`src/rtl/imem_pkg.sv`:
```
// Shared types and constants for the instruction memory bank.
// Builds with or without IMEM_CHECKSUM_EN; no package content depends on it.
package imem_pkg;

    localparam int WORD_BYTES = 4;

    typedef logic [31:0] word_t;

    // RISC-V "addi x0, x0, 0"; returned for any word that is not fully loaded.
    localparam word_t NOP = 32'h0000_0013;

    function automatic word_t lane_mask(input logic [WORD_BYTES-1:0] be);
        word_t m;
        m = '0;
        for (int i = 0; i < WORD_BYTES; i++) begin
            m[8*i +: 8] = {8{be[i]}};
        end
        return m;
    endfunction

endpackage

```
`src/rtl/imem_bank_if.sv`:
```
// Loader write port, CPU fetch port and load-status outputs of imem_bank.
// Shared by both builds (IMEM_CHECKSUM_EN only changes what drives imem_chk).
interface imem_bank_if
    import imem_pkg::*;
#(
    parameter int BYTE_ADDR_WIDTH = 6
);

    localparam int AW = BYTE_ADDR_WIDTH - 2;

    // The loader owns the array while imem_ctrl=1 and writes whenever
    // imem_wr_en=1 (no back-pressure). The CPU owns it while imem_ctrl=0; a
    // cycle with cpu_rd_en=1 is a fetch, answered exactly one cycle later by
    // cpu_rd_valid=1 with cpu_rd_data; there is no ready, one fetch per cycle.
    logic                  imem_ctrl;
    logic                  imem_wr_en;
    logic [AW-1:0]         imem_addr;
    logic [WORD_BYTES-1:0] imem_byte_en;
    word_t                 imem_wr_data;
    logic                  cpu_rd_en;
    logic [AW-1:0]         cpu_addr;
    word_t                 cpu_rd_data;
    logic                  cpu_rd_valid;
    logic [AW:0]           words_loaded;
    word_t                 imem_chk;

    modport master (
        output imem_ctrl, imem_wr_en, imem_addr, imem_byte_en, imem_wr_data,
        output cpu_rd_en, cpu_addr,
        input  cpu_rd_data, cpu_rd_valid, words_loaded, imem_chk
    );

    modport slave (
        input  imem_ctrl, imem_wr_en, imem_addr, imem_byte_en, imem_wr_data,
        input  cpu_rd_en, cpu_addr,
        output cpu_rd_data, cpu_rd_valid, words_loaded, imem_chk
    );

endinterface

```
`src/rtl/imem_valid_tracker.sv`:
```
// Per-byte valid bits for the instruction array, bulk clear on load entry,
// and the popcount of fully written words.
module imem_valid_tracker
    import imem_pkg::*;
#(
    parameter int AW = 4
) (
    input  logic                  clk,
    input  logic                  rst_n,
    input  logic                  clear_i,
    input  logic                  wr_i,
    input  logic [AW-1:0]         wr_addr_i,
    input  logic [WORD_BYTES-1:0] byte_en_i,
    output logic [(1<<AW)-1:0]    loaded_o,
    output logic [AW:0]           words_loaded_o
);

    localparam int DEPTH = 1 << AW;
    localparam int CW    = AW + 1;

    logic [WORD_BYTES-1:0] valid_q [DEPTH];
    logic [WORD_BYTES-1:0] valid_d [DEPTH];
    logic [CW-1:0]         count;

    // Clear is applied first so a write in the entry cycle keeps its lanes.
    always_comb begin
        for (int i = 0; i < DEPTH; i++) begin
            valid_d[i] = clear_i ? '0 : valid_q[i];
        end
        if (wr_i) begin
            valid_d[wr_addr_i] = valid_d[wr_addr_i] | byte_en_i;
        end
    end

    always_ff @(posedge clk or negedge rst_n) begin
        if (!rst_n) begin
            for (int i = 0; i < DEPTH; i++) begin
                valid_q[i] <= '0;
            end
        end else begin
            for (int i = 0; i < DEPTH; i++) begin
                valid_q[i] <= valid_d[i];
            end
        end
    end

    always_comb begin
        count = '0;
        for (int i = 0; i < DEPTH; i++) begin
            loaded_o[i] = &valid_q[i];
            count       = count + CW'(loaded_o[i]);
        end
    end

    assign words_loaded_o = count;

endmodule

```
`src/rtl/imem_bank.sv`:
```
// Instruction memory shared between a UART loader and the CPU fetch port.
// Optional load checksum on imem_chk when IMEM_CHECKSUM_EN is defined.
module imem_bank
    import imem_pkg::*;
#(
    parameter int BYTE_ADDR_WIDTH = 6
) (
    input  logic        clk,
    input  logic        rst_n,
    imem_bank_if.slave  bus
);

    localparam int AW    = BYTE_ADDR_WIDTH - 2;
    localparam int DEPTH = 1 << AW;

    word_t             mem_q [DEPTH];
    logic              ctrl_q, ctrl_d;
    logic              rd_valid_q, rd_valid_d;
    word_t             rd_data_q, rd_data_d;
    logic              load_entry;
    logic              wr_accept;
    logic              rd_fire;
    logic [DEPTH-1:0]  loaded;

    // First cycle of a load session: ctrl is high now but was low last cycle.
    assign load_entry = bus.imem_ctrl & ~ctrl_q;
    assign wr_accept  = bus.imem_ctrl & bus.imem_wr_en;
    assign rd_fire    = ~bus.imem_ctrl & bus.cpu_rd_en;

    imem_valid_tracker #(
        .AW (AW)
    ) u_valid (
        .clk            (clk),
        .rst_n          (rst_n),
        .clear_i        (load_entry),
        .wr_i           (wr_accept),
        .wr_addr_i      (bus.imem_addr),
        .byte_en_i      (bus.imem_byte_en),
        .loaded_o       (loaded),
        .words_loaded_o (bus.words_loaded)
    );

    // Array contents survive reset; only the valid bits decide what is fetchable.
    always_ff @(posedge clk) begin
        if (wr_accept) begin
            for (int i = 0; i < WORD_BYTES; i++) begin
                if (bus.imem_byte_en[i]) begin
                    mem_q[bus.imem_addr][8*i +: 8] <= bus.imem_wr_data[8*i +: 8];
                end
            end
        end
    end

    always_comb begin
        ctrl_d     = bus.imem_ctrl;
        rd_valid_d = rd_fire;
        rd_data_d  = rd_data_q;
        if (rd_fire) begin
            rd_data_d = loaded[bus.cpu_addr] ? mem_q[bus.cpu_addr] : NOP;
        end
    end

    always_ff @(posedge clk or negedge rst_n) begin
        if (!rst_n) begin
            ctrl_q     <= 1'b0;
            rd_valid_q <= 1'b0;
            rd_data_q  <= NOP;
        end else begin
            ctrl_q     <= ctrl_d;
            rd_valid_q <= rd_valid_d;
            rd_data_q  <= rd_data_d;
        end
    end

    assign bus.cpu_rd_valid = rd_valid_q;
    assign bus.cpu_rd_data  = rd_data_q;

`ifdef IMEM_CHECKSUM_EN
    word_t chk_q, chk_d;

    always_comb begin
        chk_d = load_entry ? '0 : chk_q;
        if (wr_accept) begin
            chk_d = chk_d ^ (bus.imem_wr_data & lane_mask(bus.imem_byte_en));
        end
    end

    always_ff @(posedge clk or negedge rst_n) begin
        if (!rst_n) begin
            chk_q <= '0;
        end else begin
            chk_q <= chk_d;
        end
    end

    assign bus.imem_chk = chk_q;
`else
    assign bus.imem_chk = '0;
`endif

endmodule

```
`src/flat_wrapper.sv`:
```
// flat-port wrapper written by rule: the top's interface ports become plain ports
module imem_bank_flat import imem_pkg::*;
#(
    parameter int BYTE_ADDR_WIDTH = 6
)
  (clk, rst_n, bus_imem_ctrl, bus_imem_wr_en, bus_imem_addr, bus_imem_byte_en, bus_imem_wr_data, bus_cpu_rd_en, bus_cpu_addr, bus_cpu_rd_data, bus_cpu_rd_valid, bus_words_loaded, bus_imem_chk);
  imem_bank_if #(.BYTE_ADDR_WIDTH(BYTE_ADDR_WIDTH)) bus_i ();
  input  logic clk;
  input  logic rst_n;
  input wire logic [$bits(bus_i.imem_ctrl)-1:0] bus_imem_ctrl;
  input wire logic [$bits(bus_i.imem_wr_en)-1:0] bus_imem_wr_en;
  input wire logic [$bits(bus_i.imem_addr)-1:0] bus_imem_addr;
  input wire logic [$bits(bus_i.imem_byte_en)-1:0] bus_imem_byte_en;
  input wire logic [$bits(bus_i.imem_wr_data)-1:0] bus_imem_wr_data;
  input wire logic [$bits(bus_i.cpu_rd_en)-1:0] bus_cpu_rd_en;
  input wire logic [$bits(bus_i.cpu_addr)-1:0] bus_cpu_addr;
  output wire logic [$bits(bus_i.cpu_rd_data)-1:0] bus_cpu_rd_data;
  output wire logic [$bits(bus_i.cpu_rd_valid)-1:0] bus_cpu_rd_valid;
  output wire logic [$bits(bus_i.words_loaded)-1:0] bus_words_loaded;
  output wire logic [$bits(bus_i.imem_chk)-1:0] bus_imem_chk;
  assign bus_i.imem_ctrl = bus_imem_ctrl;
  assign bus_i.imem_wr_en = bus_imem_wr_en;
  assign bus_i.imem_addr = bus_imem_addr;
  assign bus_i.imem_byte_en = bus_imem_byte_en;
  assign bus_i.imem_wr_data = bus_imem_wr_data;
  assign bus_i.cpu_rd_en = bus_cpu_rd_en;
  assign bus_i.cpu_addr = bus_cpu_addr;
  assign bus_cpu_rd_data = bus_i.cpu_rd_data;
  assign bus_cpu_rd_valid = bus_i.cpu_rd_valid;
  assign bus_words_loaded = bus_i.words_loaded;
  assign bus_imem_chk = bus_i.imem_chk;
  imem_bank #(.BYTE_ADDR_WIDTH(BYTE_ADDR_WIDTH)) u_core (.clk(clk), .rst_n(rst_n), .bus(bus_i));
endmodule
```
`config.mk`:
```
export PLATFORM = sky130hd
export DESIGN_NAME = imem_bank_flat
export DESIGN_NICKNAME = d
export VERILOG_FILES = /design/src/rtl/imem_pkg.sv /design/src/rtl/imem_bank_if.sv /design/src/rtl/imem_valid_tracker.sv /design/src/rtl/imem_bank.sv /design/src/flat_wrapper.sv
export SDC_FILE = /design/constraint.sdc
export NUM_CORES = 1
export LEC_CHECK = 0
export BUFFER_PORTS_ARGS = -buffer_cell sky130_fd_sc_hd__buf_2
export CAP_MARGIN = 20
export CORE_UTILIZATION = 35
export DETAILED_ROUTE_END_ITERATION = 12
export GPL_TIMING_DRIVEN = 0
export MAX_ROUTING_LAYER = met4
export PLACE_DENSITY = 0.61
export REMOVE_ABC_BUFFERS = 1
export SETUP_SLACK_MARGIN = 0.05
export SYNTH_ARGS = -nofsm -noshare
export SYNTH_HDL_FRONTEND = slang
export SYNTH_SLANG_ARGS = --single-unit
```
`constraint.sdc`:
```
create_clock -name clk -period 4.7 [get_ports clk]
set_input_delay 0 -clock clk [delete_from_list [all_inputs] [get_ports clk]]
set_output_delay 0 -clock clk [all_outputs]
set_load 0.05 [all_outputs]
```
==> flow_metrics.tcl <==
set metrics [dict create \
    yosys-top-cells-area "edfxtp_1, mux4_2, dfrtp_1, a22oi_1, nand3_1" \
    cp-startpoint "u_core.u_valid.valid_q[2]" \
    grt_pass1_vias 13442 \
    final-hold-violation-count 0 \
    dp_slack_ps 573.9 \
    wl_mm 56.02 \
    finalMaxSlewViolations 0 \
    placementRows 96 \
    design_area_um2 28510 \
    max-slew-margin-rel_pct 31.52 \
    critical_path_class "reg -> out" \
    tightest_slew_ps 1023 \
    setup_slack_ps 208.2 \
    io_pins 119 \
    finClkSkew_ps 17.19 \
    synth-seq-cells 610 \
    synthCells 1352 \
    grt_pass1_wl_mm 85.39 \
    worstHoldEndpoint "u_core.bus.cpu_rd_data[4]" \
    drt_iter0_drc 1168 \
    antenna_found_initial 3 \
    hpwl_mm 35.61 \
    dp.cells 2294 \
    nFillCells 6232 \
    path_max_fanout 3 \
    cts_buffers 61 \
    start_util_pct 35.65 \
    io_buffers 86 \
    synth_ff_type "edfxtp_1" \
    powerDensity_nw_per_um2 405.3 \
    coreArea_um2 69190 \
    synth_top_area_cell "edfxtp_1" \
    grt_overflow 0 \
    wire_per_inst_um 22.75 \
    gp_congestion 0.8288 \
    setup_viol 0 \
    fin_crit_sh_pct 95.57 \
    reg2reg_slack_ps 1840 \
    ir_worst_vdd_mv 0.2659 \
    final_cells 2462 \
    synth_warnings 0 \
    drt-vias-per-instance 5.218 \
    synthArstFlopShare_pct 16.07 \
    insertion_delay_ps 630 \
    crit_required_ps 4700 \
    cp-start-kind "register" \
    finalCriticalPeriod_ps 4492 \
    synthDistinctLibCells 57 \
    place_area_um2 26000 \
    rsz0062_at_grt "yes" \
    hp-start "bus_cpu_addr[2]" \
    cts-root-buf "clkbuf_16" \
    dieHeight_um 267.5 \
    htree_levels 2 \
    nets 1539 \
    status "finished, final reports clean" \
    multi_input_area_um2 6223 \
    cp_data_arrival_time_ps 4490 \
    drtPass1Iterations 5 \
    num_vias 12846 \
    ys_seq_area_share_pct 72.29 \
    die-width_um 267.5 \
    register_area_um2 17830 \
    endpoint_kind "output pin" \
    drtAntennaViolNets 0 \
    drc 0 \
    max_cap_viol_count 0 \
    p_leak_nw 9.842 \
    final_util_pct 41.21 \
    syn_area_um2 24670 \
    cts_tree "built" \
    syn_area_per_cell_um2 18.24 \
    r2r-end "u_core.mem_q[15][18]" \
    drive_gt1_share_pct 23.49 \
    clock_path_buffers 3 \
    path_clk_slew_ps 60 \
    clock_sinks 610 \
    synth_edf_count 512 \
    power.total_w 0.01156 \
    worstReg2RegStart "u_core.ctrl_q" \
    hold_path_depth 4 \
    r2r_cells 3 \
    grt_start_max_net_pins 70 \
    grt_usage_pct 16.52 \
    dieArea_um2 71540 \
    hold_path_class "in -> reg" \
    synth_top_area_share_pct 62.33 \
    area_growth_pct 15.60 \
    fmax_mhz 222.6 \
]
==> cell families (layout without fill, tap and decap cells) <==
kind of cell             after synthesis  in the layout  synth area share (%)
adder cells (fa/ha/maj)               15             15                 1.065
XOR/XNOR                               2              2               0.07103
other                                  1             35               0.01520
multiplexers                         154            154                 13.30
flip-flops                           610            610                 72.29
AO/OA/AOI/OAI                        188            188                 5.519
AND/OR/NAND/NOR                      241            241                 4.601
buffers and inverters                141            286                 3.140
==> registers in the layout, summed over array words and instances (netlist names) <==
register / cells
u_core.mem_q: 512
u_core.u_valid.valid_q: 64
u_core.bus.cpu_rd_data: 32
u_core.bus.cpu_rd_valid: 1
u_core.ctrl_q: 1
==> synthesized netlist by cell type (all sizes together), types with 10 or more instances <==
library cell,n
nand3,66
buf,77
inv,21
nand4,13
mux4,137
nand2,50
a22oi,65
edfxtp,512
nor2,73
a22o,30
fa,10
clkbuf,43
nor2b,11
o21ai,58
dfrtp,95
==> final cells by class <==
cell class | instances | area share, %
sequential | 610 | 62.53
multi-input combinational | 632 | 21.83
clock buffer | 84 | 5.867
timing repair buffer | 149 | 4.318
tap | 931 | 4.085
clock inverter | 32 | 1.071
inverter | 21 | 0.2764
antenna | 3 | 0.02633
==> report_power, final <==
group          switching (W)  leakage, nW  internal, W
Sequential         0.0000389         5.94      0.00594
Clock                0.00203        0.974      0.00277
Combinational       0.000514         2.93     0.000258
==> how the worst max path moves through the flow <==
stage / end / depth (start not counted)
floorplan: bus_words_loaded[2] / 12
global placement: u_core.bus.cpu_rd_data[31] / 6
detailed placement: bus_words_loaded[4] / 14
CTS: bus_words_loaded[4] / 14
global route: bus_words_loaded[4] / 15
finish: bus_words_loaded[4] / 15
==> critical path: stages (launching register included) <==
cell     delay [ps]
dfrtp_1         390
nand4_1         110
buf_4           170
fa_1            530
inv_1            60
fa_1            530
inv_1            50
fa_1            520
fa_1            410
inv_1            70
ha_2            170
inv_1            60
fa_2            390
nor2b_1         120
o21a_1          130
buf_6           150
==> through the flow <==
step | setup TNS [ps] | hold slack, ps
floorplan | 0 | -295.6
global route | -10.09 | 78.66
global placement | -143060 | 198.3
detailed placement | 0 | 27.36
finish | 0 | 59.26
CTS | 0 | 13.43
==> cell usage in the layout (no fill, tap or decap), types with 8 or more instances in the layout <==
| cell | instances |
|---|---|
| nand3_1 | 65 |
| o21ai_1 | 8 |
| edfxtp_1 | 512 |
| clkinv_1 | 11 |
| a22oi_1 | 64 |
| buf_2 | 80 |
| mux4_2 | 133 |
| o21ai_0 | 50 |
| nor2b_1 | 10 |
| mux2i_1 | 9 |
| mux2_2 | 8 |
| buf_6 | 9 |
| clkbuf_1 | 17 |
| nor2_1 | 71 |
| dfrtp_1 | 95 |
| conb_1 | 32 |
| clkbuf_16 | 61 |
| nand2_1 | 50 |
| nand4_1 | 13 |
| clkinv_2 | 10 |
| a22o_1 | 30 |
| fa_1 | 9 |
| dlygate4sd3_1 | 41 |
| inv_1 | 21 |
==> metal layers <==
metal,share of wire (%),global-route usage [%]
met5,0,-
met4,2.3,5.097
met3,5.7,2.418
met2,51,27.06
met1,41,21.28
==> what timing repair did <==
action / CTS / global route
pin swaps: 3 / 3
setup endpoints to repair: 4 / 4
resized for setup: 3 / 8
endpoints found under the hold margin: 650 / 0
buffers inserted: 1 / 1
hold buffers: 42 / 0
gates cloned: 0 / 0
Power figures use the tool's default switching activity.
